[src/rtl/pc_fetch_unit_if.sv]
// ---------------------------------------------------------------------------
// pc_fetch_unit_if
// Instruction-memory request/response bundle between the fetch unit and
// instruction memory. Word-addressed, one outstanding request at a time.
//
// Signals:
//   imem_req    fetch request valid (driven by the fetch unit)
//   imem_addr   fetch word address, stable while imem_req=1 until ack
//   imem_ack    response valid this cycle (driven by memory); may arrive in
//               the same cycle as the request
//   imem_rdata  instruction word, valid with imem_ack
//
// Modports:
//   master  fetch unit side
//   slave   instruction memory side
// ---------------------------------------------------------------------------
interface pc_fetch_unit_if;
  logic        imem_req;
  logic [31:0] imem_addr;
  logic        imem_ack;
  logic [31:0] imem_rdata;

  modport master (
    output imem_req,
    output imem_addr,
    input  imem_ack,
    input  imem_rdata
  );

  modport slave (
    input  imem_req,
    input  imem_addr,
    output imem_ack,
    output imem_rdata
  );
endinterface

[src/rtl/pc_fetch_unit.sv]
// ---------------------------------------------------------------------------
// pc_fetch_unit
// Instruction-fetch front end. Owns the program counter, issues word-addressed
// requests to instruction memory (one outstanding at most) and loads the IF/ID
// pipeline register. Accepts branch/jump redirects and stall back-pressure.
//
// Parameters:
//   RESET_PC          word address of the first fetch after reset
//
// Ports:
//   clk               rising-edge clock
//   rst_n             asynchronous active-low reset
//   i_stall           decode cannot accept; freeze IF/ID and PC
//   i_branch_taken    redirect to i_branch_target (highest priority)
//   i_branch_target   branch destination word address
//   i_jump            redirect to i_jump_target (ignored with branch)
//   i_jump_target     jump destination word address
//   imem              instruction-memory bundle (master side)
//   o_if_id_pc1       address of captured instruction + 1
//   o_if_id_instr     captured instruction
//   o_if_id_valid     IF/ID holds a live instruction
//   o_fetch_count     (FETCH_PERF_CNT_EN only) count of valid IF/ID loads
//
// Optional feature macro: FETCH_PERF_CNT_EN adds o_fetch_count.
// ---------------------------------------------------------------------------
module pc_fetch_unit #(
  parameter logic [31:0] RESET_PC = 32'h0000_0000
) (
  input  logic                clk,
  input  logic                rst_n,
  input  logic                i_stall,
  input  logic                i_branch_taken,
  input  logic [31:0]         i_branch_target,
  input  logic                i_jump,
  input  logic [31:0]         i_jump_target,
  pc_fetch_unit_if.master     imem,
  output logic [31:0]         o_if_id_pc1,
  output logic [31:0]         o_if_id_instr,
  output logic                o_if_id_valid
`ifdef FETCH_PERF_CNT_EN
  ,
  output logic [31:0]         o_fetch_count
`endif
);

  typedef enum logic [1:0] {
    ST_IDLE  = 2'd0,
    ST_REQ   = 2'd1,
    ST_HOLD  = 2'd2,
    ST_DRAIN = 2'd3
  } state_t;

  state_t      r_state;
  logic [31:0] r_pc;
  logic [31:0] r_stale_addr;   // address of the abandoned request while draining
  logic [31:0] r_skid;         // response captured while decode was stalled
  logic [31:0] r_if_id_pc1;
  logic [31:0] r_if_id_instr;
  logic        r_if_id_valid;

  state_t      w_state_next;
  logic [31:0] w_pc_next;
  logic [31:0] w_stale_addr_next;
  logic [31:0] w_skid_next;
  logic [31:0] w_if_id_pc1_next;
  logic [31:0] w_if_id_instr_next;
  logic        w_if_id_valid_next;

  logic        w_redirect;
  logic [31:0] w_target;
  logic [31:0] w_pc_plus1;

  assign w_redirect = i_branch_taken | i_jump;
  assign w_target   = i_branch_taken ? i_branch_target : i_jump_target;
  assign w_pc_plus1 = r_pc + 32'd1;  // modulo 2^32, wraps silently

  // -------------------------------------------------------------------------
  // State and datapath registers
  // -------------------------------------------------------------------------
  always_ff @(posedge clk or negedge rst_n) begin
    if (!rst_n) begin
      r_state       <= ST_IDLE;
      r_pc          <= RESET_PC;
      r_stale_addr  <= RESET_PC;
      r_skid        <= 32'd0;
      r_if_id_pc1   <= 32'd0;
      r_if_id_instr <= 32'd0;
      r_if_id_valid <= 1'b0;
    end else begin
      r_state       <= w_state_next;
      r_pc          <= w_pc_next;
      r_stale_addr  <= w_stale_addr_next;
      r_skid        <= w_skid_next;
      r_if_id_pc1   <= w_if_id_pc1_next;
      r_if_id_instr <= w_if_id_instr_next;
      r_if_id_valid <= w_if_id_valid_next;
    end
  end

  // -------------------------------------------------------------------------
  // Next-state and datapath logic
  // -------------------------------------------------------------------------
  always_comb begin
    w_state_next       = r_state;
    w_pc_next          = r_pc;
    w_stale_addr_next  = r_stale_addr;
    w_skid_next        = r_skid;
    w_if_id_pc1_next   = r_if_id_pc1;
    w_if_id_instr_next = r_if_id_instr;
    // Stall freezes IF/ID; otherwise decode consumes the entry and it becomes
    // a bubble unless a new instruction is loaded below.
    w_if_id_valid_next = i_stall ? r_if_id_valid : 1'b0;

    unique case (r_state)
      ST_IDLE: begin
        w_state_next = ST_REQ;
        if (w_redirect) begin
          w_pc_next          = w_target;
          w_if_id_valid_next = 1'b0;
        end
      end

      ST_REQ: begin
        if (w_redirect) begin
          // Any response arriving now belongs to the old path and is dropped.
          w_pc_next          = w_target;
          w_if_id_valid_next = 1'b0;
          if (!imem.imem_ack) begin
            // Memory still owns the request: keep presenting the old address.
            w_stale_addr_next = r_pc;
            w_state_next      = ST_DRAIN;
          end
        end else if (imem.imem_ack) begin
          if (!i_stall) begin
            w_if_id_instr_next = imem.imem_rdata;
            w_if_id_pc1_next   = w_pc_plus1;
            w_if_id_valid_next = 1'b1;
            w_pc_next          = w_pc_plus1;
          end else begin
            w_skid_next  = imem.imem_rdata;
            w_state_next = ST_HOLD;
          end
        end
      end

      ST_HOLD: begin
        if (w_redirect) begin
          w_pc_next          = w_target;
          w_if_id_valid_next = 1'b0;
          w_state_next       = ST_REQ;
        end else if (!i_stall) begin
          w_if_id_instr_next = r_skid;
          w_if_id_pc1_next   = w_pc_plus1;
          w_if_id_valid_next = 1'b1;
          w_pc_next          = w_pc_plus1;
          w_state_next       = ST_REQ;
        end
      end

      ST_DRAIN: begin
        w_if_id_valid_next = 1'b0;
        if (w_redirect) begin
          w_pc_next = w_target;
        end
        // The stale request retires on ack (its data is dropped). A redirect
        // that lands in the same cycle as that ack has nothing left to drain.
        if (imem.imem_ack) begin
          w_state_next = ST_REQ;
        end
      end

      default: begin
        w_state_next = ST_IDLE;
      end
    endcase
  end

  // -------------------------------------------------------------------------
  // Outputs
  // -------------------------------------------------------------------------
  assign imem.imem_req  = (r_state == ST_REQ) || (r_state == ST_DRAIN);
  assign imem.imem_addr = (r_state == ST_DRAIN) ? r_stale_addr : r_pc;

  assign o_if_id_pc1   = r_if_id_pc1;
  assign o_if_id_instr = r_if_id_instr;
  assign o_if_id_valid = r_if_id_valid;

`ifdef FETCH_PERF_CNT_EN
  // Counts only loads that make IF/ID valid; dropped responses never qualify
  // because a redirect suppresses the load in the same cycle.
  logic        w_fetch_load;
  logic [31:0] r_fetch_count;

  assign w_fetch_load = !w_redirect && !i_stall &&
                        (((r_state == ST_REQ) && imem.imem_ack) ||
                         (r_state == ST_HOLD));

  always_ff @(posedge clk or negedge rst_n) begin
    if (!rst_n) begin
      r_fetch_count <= 32'd0;
    end else if (w_fetch_load) begin
      r_fetch_count <= r_fetch_count + 32'd1;
    end
  end

  assign o_fetch_count = r_fetch_count;
`endif

endmodule

[src/flat_wrapper.sv]
// flat-port wrapper written by rule: the top's interface ports become plain ports
module pc_fetch_unit_flat 
#(
  parameter logic [31:0] RESET_PC = 32'h0000_0000
)
  (clk, rst_n, i_stall, i_branch_taken, i_branch_target, i_jump, i_jump_target, o_if_id_pc1, o_if_id_instr, o_if_id_valid, imem_imem_req, imem_imem_addr, imem_imem_ack, imem_imem_rdata);
  pc_fetch_unit_if imem_i ();
  input  logic clk;
  input  logic rst_n;
  input  logic i_stall;
  input  logic i_branch_taken;
  input  logic [31:0] i_branch_target;
  input  logic i_jump;
  input  logic [31:0] i_jump_target;
  output logic [31:0] o_if_id_pc1;
  output logic [31:0] o_if_id_instr;
  output logic o_if_id_valid;
  output wire logic [$bits(imem_i.imem_req)-1:0] imem_imem_req;
  output wire logic [$bits(imem_i.imem_addr)-1:0] imem_imem_addr;
  input wire logic [$bits(imem_i.imem_ack)-1:0] imem_imem_ack;
  input wire logic [$bits(imem_i.imem_rdata)-1:0] imem_imem_rdata;
  assign imem_imem_req = imem_i.imem_req;
  assign imem_imem_addr = imem_i.imem_addr;
  assign imem_i.imem_ack = imem_imem_ack;
  assign imem_i.imem_rdata = imem_imem_rdata;
  pc_fetch_unit #(.RESET_PC(RESET_PC)) u_core (.clk(clk), .rst_n(rst_n), .i_stall(i_stall), .i_branch_taken(i_branch_taken), .i_branch_target(i_branch_target), .i_jump(i_jump), .i_jump_target(i_jump_target), .imem(imem_i), .o_if_id_pc1(o_if_id_pc1), .o_if_id_instr(o_if_id_instr), .o_if_id_valid(o_if_id_valid));
endmodule
[config.mk]
export PLATFORM = sky130hd
export DESIGN_NAME = pc_fetch_unit_flat
export DESIGN_NICKNAME = d
export VERILOG_FILES = /design/src/rtl/pc_fetch_unit_if.sv /design/src/rtl/pc_fetch_unit.sv /design/src/flat_wrapper.sv
export SDC_FILE = /design/constraint.sdc
export NUM_CORES = 1
export LEC_CHECK = 0
export ABC_AREA = 1
export BUFFER_PORTS_ARGS = -buffer_cell sky130_fd_sc_hd__buf_2
export CAP_MARGIN = 20
export CORE_MARGIN = 3
export CORE_UTILIZATION = 51
export CTS_CLUSTER_DIAMETER = 120
export DETAILED_ROUTE_END_ITERATION = 6
export PLACE_DENSITY_LB_ADDON = 0.2
export SETUP_SLACK_MARGIN = 0.5
export SLEW_MARGIN = 20
export SYNTH_ARGS = -nofsm -noshare
export SYNTH_HDL_FRONTEND = slang
export SYNTH_SLANG_ARGS = --single-unit
[constraint.sdc]
create_clock -name clk -period 1.92 [get_ports clk]
set_input_delay 0.096 -clock clk [delete_from_list [all_inputs] [get_ports clk]]
set_output_delay 0.096 -clock clk [all_outputs]
set_load 0.01 [all_outputs]
## Yosys cells after proc, flatten, opt, wreduce, memory -nomap -nowiden

Index checks and enable logic that the tools add are counted.

| cells by class | value |
|---|---|
| add/sub/neg operators | 1 |
| equal/unequal tests | 14 |
| multiplexer cells | 34 |
| bitwise logic cells | 3 |
| reduce and logical (&&, ||, !) cells | 10 |

Operators by type and width:

| kind | number |
|---|---|
| 32-bit 2-to-1 mux | 16 |
| 32-bit one-hot mux with 2 select lines | 2 |
| 32-bit one-hot mux with 3 select lines | 1 |
| 32-bit by 1-bit adder with 32-bit output, second input constant | 1 |
| 2-bit 2-to-1 mux | 7 |
| 2-bit inequality test, second input constant | 6 |
| 3-bit by 2-bit inequality test with 1-bit output, second input constant | 3 |
| 2-bit one-hot mux with 4 select lines | 1 |
| 4-bit AND reduction | 2 |
| 1-bit 2-to-1 mux | 6 |
| 6-bit AND reduction | 1 |
| 5-bit AND reduction | 1 |
| 2-bit equality test, second input constant | 2 |
| 1-bit one-hot mux with 4 select lines | 1 |
| 3-bit inequality test, second input constant | 1 |
| 3-bit AND reduction | 1 |
| 2-bit by 1-bit equality test with 1-bit output, second input constant | 1 |
| 2-bit logical NOT | 1 |
| 2-bit by 1-bit inequality test with 1-bit output, second input constant | 1 |
| 1-bit NOT | 2 |
| 2-bit AND reduction | 1 |
| 2-bit nonzero test | 1 |
| 2-bit OR reduction | 1 |
| 1-bit logical OR | 1 |
| 1-bit OR | 1 |

| word-level totals | value |
|---|---|
| register bits | 163 |
| input port bits | 102 |
| output and inout bits | 98 |
| word-level logic and storage cells | 69 |

## Logic depth before layout (Yosys ltp)

| logic depth | value |
|---|---|
| depth after elaboration | 5 |
| gate-level depth with buffers | 11 |
| mapped depth without buffers | 10 |

## Worst setup path before layout

No wires, ideal clock.

| path | value |
|---|---|
| path type | register to register |
| from | reg u_core.r_state[0] |
| to | reg u_core.r_if_id_pc1[10] (netlist: u_core.o_if_id_pc1[10]) |
| library setup time | 0.066 ns |
| arrival | 1.606 ns |
| slack | 0.249 ns |
| stages on the path, launching flop included | 12 |
| path buffers | 3 |
| cells stage by stage | dfrtp_1 -> inv_1 -> ha_1 -> buf_2 -> inv_1 -> a21oi_1 -> nand3_1 -> inv_2 -> buf_4 -> buf_4 -> nand2_1 -> nand2_1 |

| between the ends | value |
|---|---|
| cells in the longest elaborated chain, start to end | 3 |

Ends and longest elaborated chain:

| element | line | source |
|---|---|---|
| start: declaration | pc_fetch_unit.sv:53 | `state_t r_state;` |
| start signal: assignment | pc_fetch_unit.sv:90 | `r_state <= w_state_next;` |
| 2-bit by 1-bit equality test with 1-bit output or 2-bit equality test (tied branches) | pc_fetch_unit.sv:114 | `unique case (r_state)` |
| 2-bit inequality test (no line) or 2-bit nonzero test (tied branches) | -- |  |
| 4-bit AND reduction (no line) | -- |  |
| end signal: assignment | pc_fetch_unit.sv:94 | `r_if_id_pc1 <= w_if_id_pc1_next;` |
| end: declaration | pc_fetch_unit.sv:57 | `logic [31:0] r_if_id_pc1;` |

Several ways; a longest one is shown, not always the timed one.
A chain may end at the register's enable or synchronous reset.

## Worst setup path in the final report

| path | value |
|---|---|
| from | reg u_core.r_state[0] |
| to | reg u_core.r_if_id_pc1[9] (netlist: u_core.o_if_id_pc1[9]) |

The elaborated chain is that of the path after synthesis.

==> results.md <==
- Period utilisation layout: 0.943
- Via count: 9049
- Last element of the critical path: u_core.o_if_id_pc1[9]$_DFFE_PN0P_
- Worst-case vdd ir drop: 994 uV
- Slew at the pin closest to its max-slew limit: 586 ps
- Clock tree root driver cell: clkbuf_16
- Via count of the first global-routing pass: 8568
- Dominant cell type by area after synthesis: dfrtp_1
- Cell types with the largest area share after synthesis: dfrtp_1 49%, nand2_1 20%, o21ai_0 5.3%, nand3_1 4.2%, nor2_1 4.1%
- Endpoints failing hold: 0
- Worst setup path startpoint: u_core.r_state[0]$_DFFE_PN0P_
- Cell type group with the largest total delay on the critical path: buffers and inverters
- Clock sink count: 163
- Average detailed-routed wire length per instance: 19.4 um
- Last weighted congestion value of the routability-driven placer: 0.956
- End of the worst register-to-register path: u_core.o_if_id_pc1[9]$_DFFE_PN0P_
- Fraction of layout instances using a drive strength above 1: 0.345
- Number of failing setup endpoints in the final timing report: 0
- DRC violation count after routing: 0
- Type of element launching the critical path: register
- Clock buffer count from CTS: 17
- Count of flip-flops with a built-in enable after synthesis: 0
- PwrDens: 1490 nW/um2
- Total routing resource utilization after global routing: 0.327
- Unrepaired setup endpoints after global routing: true
- Sequence of cells on the critical path: buf_6 > ha_4 > inv_4 > nor2_4 > a21oi_2 > nand3_2 > buf_4 > buf_6 > buf_12 > nand2_1 > o21ai_2
- Run status: finished clean
- Total congestion overflow: 0
- FF-to-FF Start: u_core.r_state[0]$_DFFE_PN0P_
- Critical path data required time: 2220 ps
- Final setup TNS: 0 ps
- Clock H-tree levels: 4
- WP data arrival: 2110 ps
- Combinational family with the most area after synthesis: simple AND/OR/NAND/NOR gates
- Tmin final: 1810 ps
- Most instantiated cells after synthesis: 443 x nand2_1, 163 x dfrtp_1, 91 x nor2_1, 88 x o21ai_0, 70 x nand3_1
- Quantity of I/O buffers inserted on ports: 199
- Register area share after synthesis: 0.488
- Highest Clock Rate: 552 MHz
- Final-report max-slew violation count: 0
- Async set-or-reset flop fraction in the synthesized netlist: 1.00
- Antenna Diode Count: 0
- Drt initial violations: 762
- Worst min-delay path class: input pin to register
- Mux share of post-synthesis cell area: 0.0455
- Synth Instances: 1099
- Reg-to-reg setup timing slack: 110 ps
- Delay contributed by the slowest stage of the critical path: 390 ps
- Path depth of the worst reg2reg path: 11
- Count of unique library cells instantiated by Yosys: 31
- Leakage: 6.32 nW
- Later-pin clock latency in the skew report: 430 ps
- Fraction of the mapped netlist area in compound gates: 0.101
- Antenna-violating nets left: 0
- CTS tree: built
- Critical setup path kind: register to register
- Crit path buffers/inverters: 5
- Global-route wire length before repair: 45900 um
- Area share of the largest cell type after synthesis: 0.488
- Post-synthesis simple-gate area fraction: 0.289
- Cell with the most instances after synthesis: nand2_1
- DR pass1 iterations: 6
- Horizontal die dimension: 134 um
- Largest net degree at the start of global routing: 56
- Boundary pin count: 200
- Final #Nets: 1498
- Adder-cell share of the synthesized area: 0.00748
- Most common cell on crit path: buf_6
- Final worst clock skew: 11.5 ps
- Clock transition time at the flip-flop clock pins of the worst setup and hold paths: 70 ps
- Placement row count: 46
- CP max-delay cell: dfrtp_1
- Bufs on Longest Clock Path: 2
- Number of antenna violations at the first check in global routing: 0
- Floorplan Core Area: 15900 um2
- Initial core utilization: 0.525
- Yosys reg bits: 163
- Final Power: 18.8 mW
- Syn_area_per_cell: 7.61 um2
- Via density per instance: 5.59
- Max_cap viols: 0
- Area grow syn2layout: 51.2%
- Kind of capture point of the worst setup path: register
- Cell Area, Synth: 8360 um2
- Ys flop type: dfrtp_1
- DP HPWL: 16700 um
- Util after Layout: 0.793
- Total Die Area: 18000 um2
- Synthesis Warnings: 0
- Fraction of synthesized cell area in xor and xnor cells: 0.00838
- Post-synth net total: 1206
- Detailed Route WL: 31500 um
- Remaining max-slew budget at the tightest pin: 0.609
- WHS: 32.7 ps
- Cell depth of the worst setup path: 11
- Highest fanout seen on the critical path: 15
- Die Y: 134 um
## sequential cells by signal, indices dropped and copies added (netlist names)
signal and cells:
u_core.o_if_id_instr 32, u_core.o_if_id_pc1 32, u_core.r_pc 32, u_core.r_skid 32, u_core.r_stale_addr 32, u_core.r_state 2, u_core.o_if_id_valid 1
## cell families after synthesis
| logic type | after synthesis |
|---|---|
| buf+inv | 124 |
| flops | 163 |
| simple gates | 613 |
| compound gates | 152 |
| fa+ha+maj | 5 |
| xor+xnor | 8 |
| mux | 34 |
## metal layers
metal  vias up  GRT usage  part of all wire
met3       104     0.0851             0.090
met2       528      0.539              0.49
met1      4287      0.413              0.38
met5         -          0                 0
met4         0      0.133             0.041
li1       4130          -                 -
## layout by cell type (no fill, tap or decap), types with 4 or more instances in the layout
cell           count
clkbuf_16         23
o211ai_1           4
nor2_4            22
ha_4               4
a21oi_2            6
clkinvlp_4         5
inv_6              5
nor2_1            58
mux2_4            21
mux2_2             9
buf_6             19
o21ai_2           10
nand2_1          403
dlygate4sd3_1     33
xor2_1             7
nand3_1           54
dfrtp_1          162
nor2_2            14
inv_4              4
a31oi_1           36
buf_4             24
nand3_2           13
buf_12            16
a21o_1             6
nand2_4           10
buf_2            198
nand2_2           28
buf_8              5
inv_1             60
o21ai_1           55
o21ai_0           25
buf_16            22
## worst min-delay path, delay by kind of cell
| kind | cells | cell delay (ps) |
|---|---|---|
| buffers and inverters | 1 | 70 |
| and+or+nand+nor | 2 | 110 |
| AOI/OAI and AO/OA | 2 | 140 |
## area by class of cell
| type | count | area, um2 |
|---|---|---|
| Clock buffer | 19 | 453 |
| Clock inverter | 13 | 149 |
| Fill cell | 1049 | 3300 |
| Inverter | 69 | 282 |
| Multi-Input combinational cell | 813 | 4460 |
| Sequential cell | 163 | 4080 |
| Tap cell | 216 | 270 |
| Timing Repair Buffer | 325 | 2930 |
| Timing Repair inverter | 2 | 15.0 |
## how the worst min path moves through the flow
stage	slack [ps]	startpoint	cells past startpoint	end
after detailed placement	100	rst_n	1	u_core.r_stale_addr[3]$_DFFE_PN0P_
after global routing	50	i_jump_target[1]	5	u_core.r_pc[1]$_DFFE_PN0P_
final	30	i_jump_target[1]	5	u_core.r_pc[1]$_DFFE_PN0P_
after global placement	100	rst_n	1	u_core.r_stale_addr[4]$_DFFE_PN0P_
after floorplan	-200	rst_n	0	u_core.o_if_id_instr[0]$_DFFE_PN0P_
after CTS	30	i_jump_target[13]	5	u_core.r_pc[13]$_DFFE_PN0P_
## stage by stage
stage               cell area (um2)  worst slack [ps]  std cells
detailed placement             9720               189       1486
floorplan                      8490               359       1099
global route                  12600              28.9       1620
global placement               9720               239       1486
CTS                           12000               165       1603
finish                        12600               109       1620
## power breakdown
part / switching (mW) / internal (mW) / total, mW
clock network: 1.53 / 2.01 / 3.54
registers: 1.27 / 5.01 / 6.28
logic: 4.88 / 4.14 / 9.02
## what timing repair did
action	CTS	global route
pin swaps	31	13
endpoints found under the hold margin	114	0
setup buffers	25	8
hold buffers	33	0
gates cloned	27	9
resized for setup	184	122
endpoints found under the setup margin	196	196
No activity file was read; power rests on OpenSTA's default activity.
